===== config.mk =====
export PLATFORM = sky130hd
export DESIGN_NAME = reg_write_port
export DESIGN_NICKNAME = d
export VERILOG_FILES = /design/src/rtl/reg_write_port.sv
export SDC_FILE = /design/constraint.sdc
export NUM_CORES = 1
export LEC_CHECK = 0
export ABC_AREA = 0
export BUFFER_PORTS_ARGS = -buffer_cell sky130_fd_sc_hd__buf_2
export CAP_MARGIN = 20
export CORE_MARGIN = 4
export CORE_UTILIZATION = 52
export CTS_CLUSTER_DIAMETER = 60
export DETAILED_ROUTE_END_ITERATION = 16
export PLACE_DENSITY = 0.79
export SLEW_MARGIN = 10
export SYNTH_ARGS = -nofsm -noshare
export SYNTH_HDL_FRONTEND = slang
export SYNTH_SLANG_ARGS = --single-unit

===== constraint.sdc =====
create_clock -name clk -period 3.1 [get_ports clk]
set_input_delay 0.775 -clock clk [delete_from_list [all_inputs] [get_ports clk]]
set_output_delay 0.775 -clock clk [all_outputs]
set_load 0.02 [all_outputs]

===== src/rtl/reg_write_port.sv =====
// ---------------------------------------------------------------------------
// reg_write_port
//
// Write side of the general-purpose register file. Write-back requests
// (rd, data) go into a small in-order queue. They drain one per cycle into a
// registered write port whenever the register file is not busy. Writes to r0
// are discarded because r0 is hardwired to zero. Decode uses the per-operand
// pending flags to stall on read-after-write hazards.
//
// Ports
//   clk        clock
//   reset      synchronous, active-high reset
//   req_valid  write-back request valid
//   req_ready  queue can accept a request (queue not full)
//   req_rd     destination register of the request
//   req_data   value to write
//   wr_stall   register file busy; nothing is popped this cycle
//   wr_en      registered register-file write strobe
//   wr_addr    registered write address (holds when wr_en is low)
//   wr_data    registered write data (holds when wr_en is low)
//   rs1, rs2   decode operand addresses
//   rs1_pend   a write to rs1 is queued or being written
//   rs2_pend   a write to rs2 is queued or being written
//   count      queue occupancy
//   idle       queue empty and no write in flight
// ---------------------------------------------------------------------------
module reg_write_port #(
  parameter int REG_BITS_SIZE = 5,
  parameter int INST_SIZE     = 32,
  parameter int DEPTH         = 4
) (
  input  logic                     clk,
  input  logic                     reset,
  input  logic                     req_valid,
  output logic                     req_ready,
  input  logic [REG_BITS_SIZE-1:0] req_rd,
  input  logic [INST_SIZE-1:0]     req_data,
  input  logic                     wr_stall,
  output logic                     wr_en,
  output logic [REG_BITS_SIZE-1:0] wr_addr,
  output logic [INST_SIZE-1:0]     wr_data,
  input  logic [REG_BITS_SIZE-1:0] rs1,
  input  logic [REG_BITS_SIZE-1:0] rs2,
  output logic                     rs1_pend,
  output logic                     rs2_pend,
  output logic [$clog2(DEPTH):0]   count,
  output logic                     idle
);

  localparam int PTR_W = $clog2(DEPTH);
  localparam logic [PTR_W:0] FULL_COUNT = (PTR_W+1)'(DEPTH);

  logic [REG_BITS_SIZE-1:0] r_memRd   [DEPTH];
  logic [INST_SIZE-1:0]     r_memData [DEPTH];
  logic [DEPTH-1:0]         r_valid;
  logic [PTR_W-1:0]         r_head;
  logic [PTR_W-1:0]         r_tail;
  logic [PTR_W:0]           r_count;
  logic                     r_wrEn;
  logic [REG_BITS_SIZE-1:0] r_wrAddr;
  logic [INST_SIZE-1:0]     r_wrData;

  logic w_full;
  logic w_push;
  logic w_pop;
  logic w_rs1Hit;
  logic w_rs2Hit;

  // Full is judged on the current occupancy only, so a pop in the same
  // cycle never opens the queue to a new request.
  assign w_full = (r_count == FULL_COUNT);
  // A request to r0 is handshaken (ready stays high) but never stored.
  assign w_push = req_valid && !w_full && (req_rd != '0);
  assign w_pop  = (r_count != '0) && !wr_stall;

  // Queue payload storage needs no reset; occupancy is tracked by r_valid
  // and r_count, so stale payload is never observed.
  always_ff @(posedge clk) begin
    if (w_push) begin
      r_memRd[r_tail]   <= req_rd;
      r_memData[r_tail] <= req_data;
    end
  end

  // Pointers, occupancy, per-entry valid bits and the registered write port.
  // Pointers are PTR_W bits wide, so they wrap naturally at DEPTH. Head and
  // tail can only coincide when the queue is empty or full, and in those
  // cases a push and a pop never happen together. Clearing and setting
  // r_valid in the same cycle therefore always touch different entries.
  always_ff @(posedge clk) begin
    if (reset) begin
      r_head   <= '0;
      r_tail   <= '0;
      r_count  <= '0;
      r_valid  <= '0;
      r_wrEn   <= 1'b0;
      r_wrAddr <= '0;
      r_wrData <= '0;
    end else begin
      r_wrEn <= w_pop;
      if (w_pop) begin
        r_wrAddr        <= r_memRd[r_head];
        r_wrData        <= r_memData[r_head];
        r_valid[r_head] <= 1'b0;
        r_head          <= r_head + 1'b1;
      end
      if (w_push) begin
        r_valid[r_tail] <= 1'b1;
        r_tail          <= r_tail + 1'b1;
      end
      case ({w_push, w_pop})
        2'b10:   r_count <= r_count + 1'b1;
        2'b01:   r_count <= r_count - 1'b1;
        default: r_count <= r_count;
      endcase
    end
  end

  // Hazard search: any live queue entry or the write currently on the port
  // that targets the operand. A request being accepted this cycle is not
  // yet in r_valid, so it is not counted.
  always_comb begin
    w_rs1Hit = r_wrEn && (r_wrAddr == rs1);
    w_rs2Hit = r_wrEn && (r_wrAddr == rs2);
    for (int i = 0; i < DEPTH; i++) begin
      if (r_valid[i] && (r_memRd[i] == rs1)) w_rs1Hit = 1'b1;
      if (r_valid[i] && (r_memRd[i] == rs2)) w_rs2Hit = 1'b1;
    end
  end

  assign rs1_pend  = (rs1 != '0) && w_rs1Hit;
  assign rs2_pend  = (rs2 != '0) && w_rs2Hit;
  assign req_ready = !w_full;
  assign wr_en     = r_wrEn;
  assign wr_addr   = r_wrAddr;
  assign wr_data   = r_wrData;
  assign count     = r_count;
  assign idle      = (r_count == '0) && !r_wrEn;

endmodule


==> impl_metrics.yaml <==
hold_path:
  hold_class: "reg -> reg"
  worstHoldStart: "wr_data[3]"
  hold_depth: 2
  min_to: "wr_data[3]"
clocking:
  cts-resized-gates: 0
  htreeDepth: 4
  cts_root_buf: "clkbuf_16"
  cts_buffers: 17
  cts_tree: "done"
  clockBufferDepth: 2
  clock_latency_ns: 0.42
  cts_setup_buffers: 0
  path_clk_slew_ns: 0.06
  cts.sinks: 197
  cts_hold_buf: 0
detailed_routing:
  post-route-drc-count: 0
  routed_wl_microns: 15240
  routed-via-count: 4487
  via_per_inst: 5.595
  drt-pass1-iter-count: 7
  drt-initial-drc-count: 324
  wl_per_cell_microns: 19.00
  route.antenna.remaining_nets: 0
run:
  max_cap_violations: 0
sta:
  min_period_ns: 2.803
  clock_skew_ns: 0.006374
  finalCritPeriodShare: 0.9042
  setup_viol: 0
  finalHoldWorstSlack_ns: 0.4562
  finalSetupTns_ns: 0
  rsz0062_at_grt: "no"
  drv_slew: 0
  max_slew_margin: 0.3184
  tightest_slew_ns: 1.022
  max_freq_mhz: 356.7
  final-hold-violation-count: 0
pwr:
  clockPowerShare: 0.297
  swShare: 0.2913
  ir_worst_vdd_v: 0.0005330
  p_per_area_mw_per_mm2: 824.1
  p_int_w: 0.005359
  total_power_w: 0.007561
  seqPwrFrac: 0.471
  comb_power_share: 0.232
  power.leakage_nw: 3.269
  switchingPower_w: 0.002202
floorplanning:
  fp.dieH_microns: 131.3
  die_area_sq_mm: 0.01723
  core_sq_mm: 0.01470
  placementRows: 44
  start_util: 0.5375
  dieWidth_microns: 131.3
  ios: 96
synth:
  ys_types: 28
  avgSynthCellArea_sq_um: 15.31
  syn_area_sq_mm: 0.007900
  synth_area_leaders: "edfxtp_1, dfxtp_1, mux4_2, xor2_1, nand2_1"
  seq_area_frac_synth: 0.6867
  synth.top_cell.area_share: 0.5626
  yosys_warnings: 0
  synth_area_leader_cell: "edfxtp_1"
  syn_inst: 516
  syn_nets: 577
  ys_ff_latch: 197
setup_path:
  start_kind: "input pin"
  end_kind: "output pin"
  worstSetupPathType: "in -> out"
  cp.required_ns: 2.32
  worstReg2RegStart: "count[2]"
  cp.arrival_ns: 2.03
  r2r_cells: 9
  r2r_end: "count[2]"
  r2r_setup_slack_ns: 0.95
  cp_max_fo: 6
global_route:
  grt_use_total: 0.1872
  grt_antenna_before_repair: 0
  grt_pass1_vias: 4880
  overflow: 0
  grt_max_degree: 50
  grt_pass1_wl_microns: 25370
placed_design:
  io_buffers: 95
  gp_congestion: 1.009
  dpl.hpwl_microns: 9148
finish:
  nNetsFinal: 666
  multi_input_area_sq_mm: 0.002285
  area_growth_pct: 16.14
  seqCellArea_sq_mm: 0.005430
  n_fill_cell: 1083
  drive_gt1_frac: 0.2913
  num_antenna_cells: 0
outcome:
  status: "finished, final reports clean"
## worst max-delay path, cell delays in order
cell     delay, ns
buf_2         0.15
xor2_1        0.15
nor4_1        0.38
nand3_1       0.16
nand3_1       0.09
o22a_1        0.15
buf_2         0.16
## sequential cells by signal (all words and copies together), names as in the netlist
signal     flops
count          3
wr_addr        5
r_memData    128
r_tail         2
r_head         2
wr_en          1
r_memRd       20
r_valid        4
wr_data       32
## layer usage
metal  track usage  wire length, microns  up-vias
met5             0                     0        -
met4       0.05776                   225        0
met3       0.05199                   954       20
met2        0.3301                  7894      132
met1        0.2256                  6166     2261
li1              -                     -     2074
## cells by family (layout without fill, tap and decap cells)
kind of cell | after synthesis | count (layout) | synth area share
compound gates | 48 | 48 | 0.03579
mux | 38 | 38 | 0.1067
fa+ha+maj | 10 | 10 | 0.01679
xor+xnor | 54 | 54 | 0.05987
buf+inv | 42 | 144 | 0.02407
simple gates | 127 | 127 | 0.07000
flops | 197 | 197 | 0.6867
## synthesized netlist by cell type (all sizes together)
| library cell | instances |
|---|---|
| edfxtp | 148 |
| a21oi | 40 |
| or3 | 1 |
| or4 | 3 |
| and2 | 4 |
| ha | 9 |
| o21ai | 1 |
| nor3 | 1 |
| fa | 1 |
| nor2 | 11 |
| or2 | 1 |
| buf | 13 |
| a22oi | 4 |
| nand3 | 13 |
| inv | 9 |
| nand2 | 82 |
| clkbuf | 20 |
| xor2 | 42 |
| mux2i | 1 |
| dfxtp | 49 |
| mux4 | 37 |
| xnor2 | 12 |
| o22a | 2 |
| o211a | 1 |
| nor4 | 11 |
## power groups by stage
stage,Sequential (W),Clock (W),Combinational (W)
6_report,0.00356,0.00225,0.00175
3_5_place_dp,0.00364,0,0.00176
5_1_grt,0.00363,0.00243,0.00192
2_1_floorplan,0.00362,0,0.00123
3_3_place_gp,0.00361,0,0.00173
4_1_cts,0.00358,0.00229,0.00178
## metrics by stage
| stage | setup WS, ns | std cells | area (sq um) | util |
|---|---|---|---|---|
| finish | 0.2969 | 802 | 9175 | 0.6242 |
| global route | 0.2051 | 802 | 9175 | 0.6242 |
| global placement | 0.06594 | 770 | 8564 | 0.5827 |
| CTS | 0.3031 | 802 | 9175 | 0.6242 |
| detailed placement | -0.002537 | 770 | 8564 | 0.5827 |
| floorplan | 0.1735 | 516 | 7900 | - |
## layout make-up
class,count,area share
clock buffers,19,0.04718
clock inverters,13,0.01936
inverters,9,0.003682
multi-input cells,277,0.2490
flip-flops and latches,197,0.5918
well taps,184,0.02509
repair buffers,103,0.06382
## cell usage in the layout (no fill, tap or decap), types with 12 or more instances in the layout
| cell | synthesis | layout |
|---|---|---|
| mux4_2 | 37 | 37 |
| a21oi_1 | 40 | 40 |
| clkbuf_16 | 0 | 17 |
| dfxtp_1 | 49 | 47 |
| nand3_1 | 13 | 13 |
| edfxtp_1 | 148 | 148 |
| buf_2 | 8 | 95 |
| xor2_1 | 42 | 42 |
| nand2_1 | 82 | 82 |
| xnor2_1 | 12 | 12 |
## worst max-delay path by stage
stage,startpoint,end,slack (ns)
6_report,rs1[0],rs1_pend,0.30
5_1_grt,r_memRd[3][0],rs1_pend,0.21
4_1_cts,r_memRd[3][0],rs1_pend,0.30
3_5_place_dp,req_rd[0],count[2],-0.003
3_3_place_gp,req_rd[0],count[2],0.07
2_1_floorplan,req_rd[0],count[2],0.17
(Power assumes the default switching activity.)
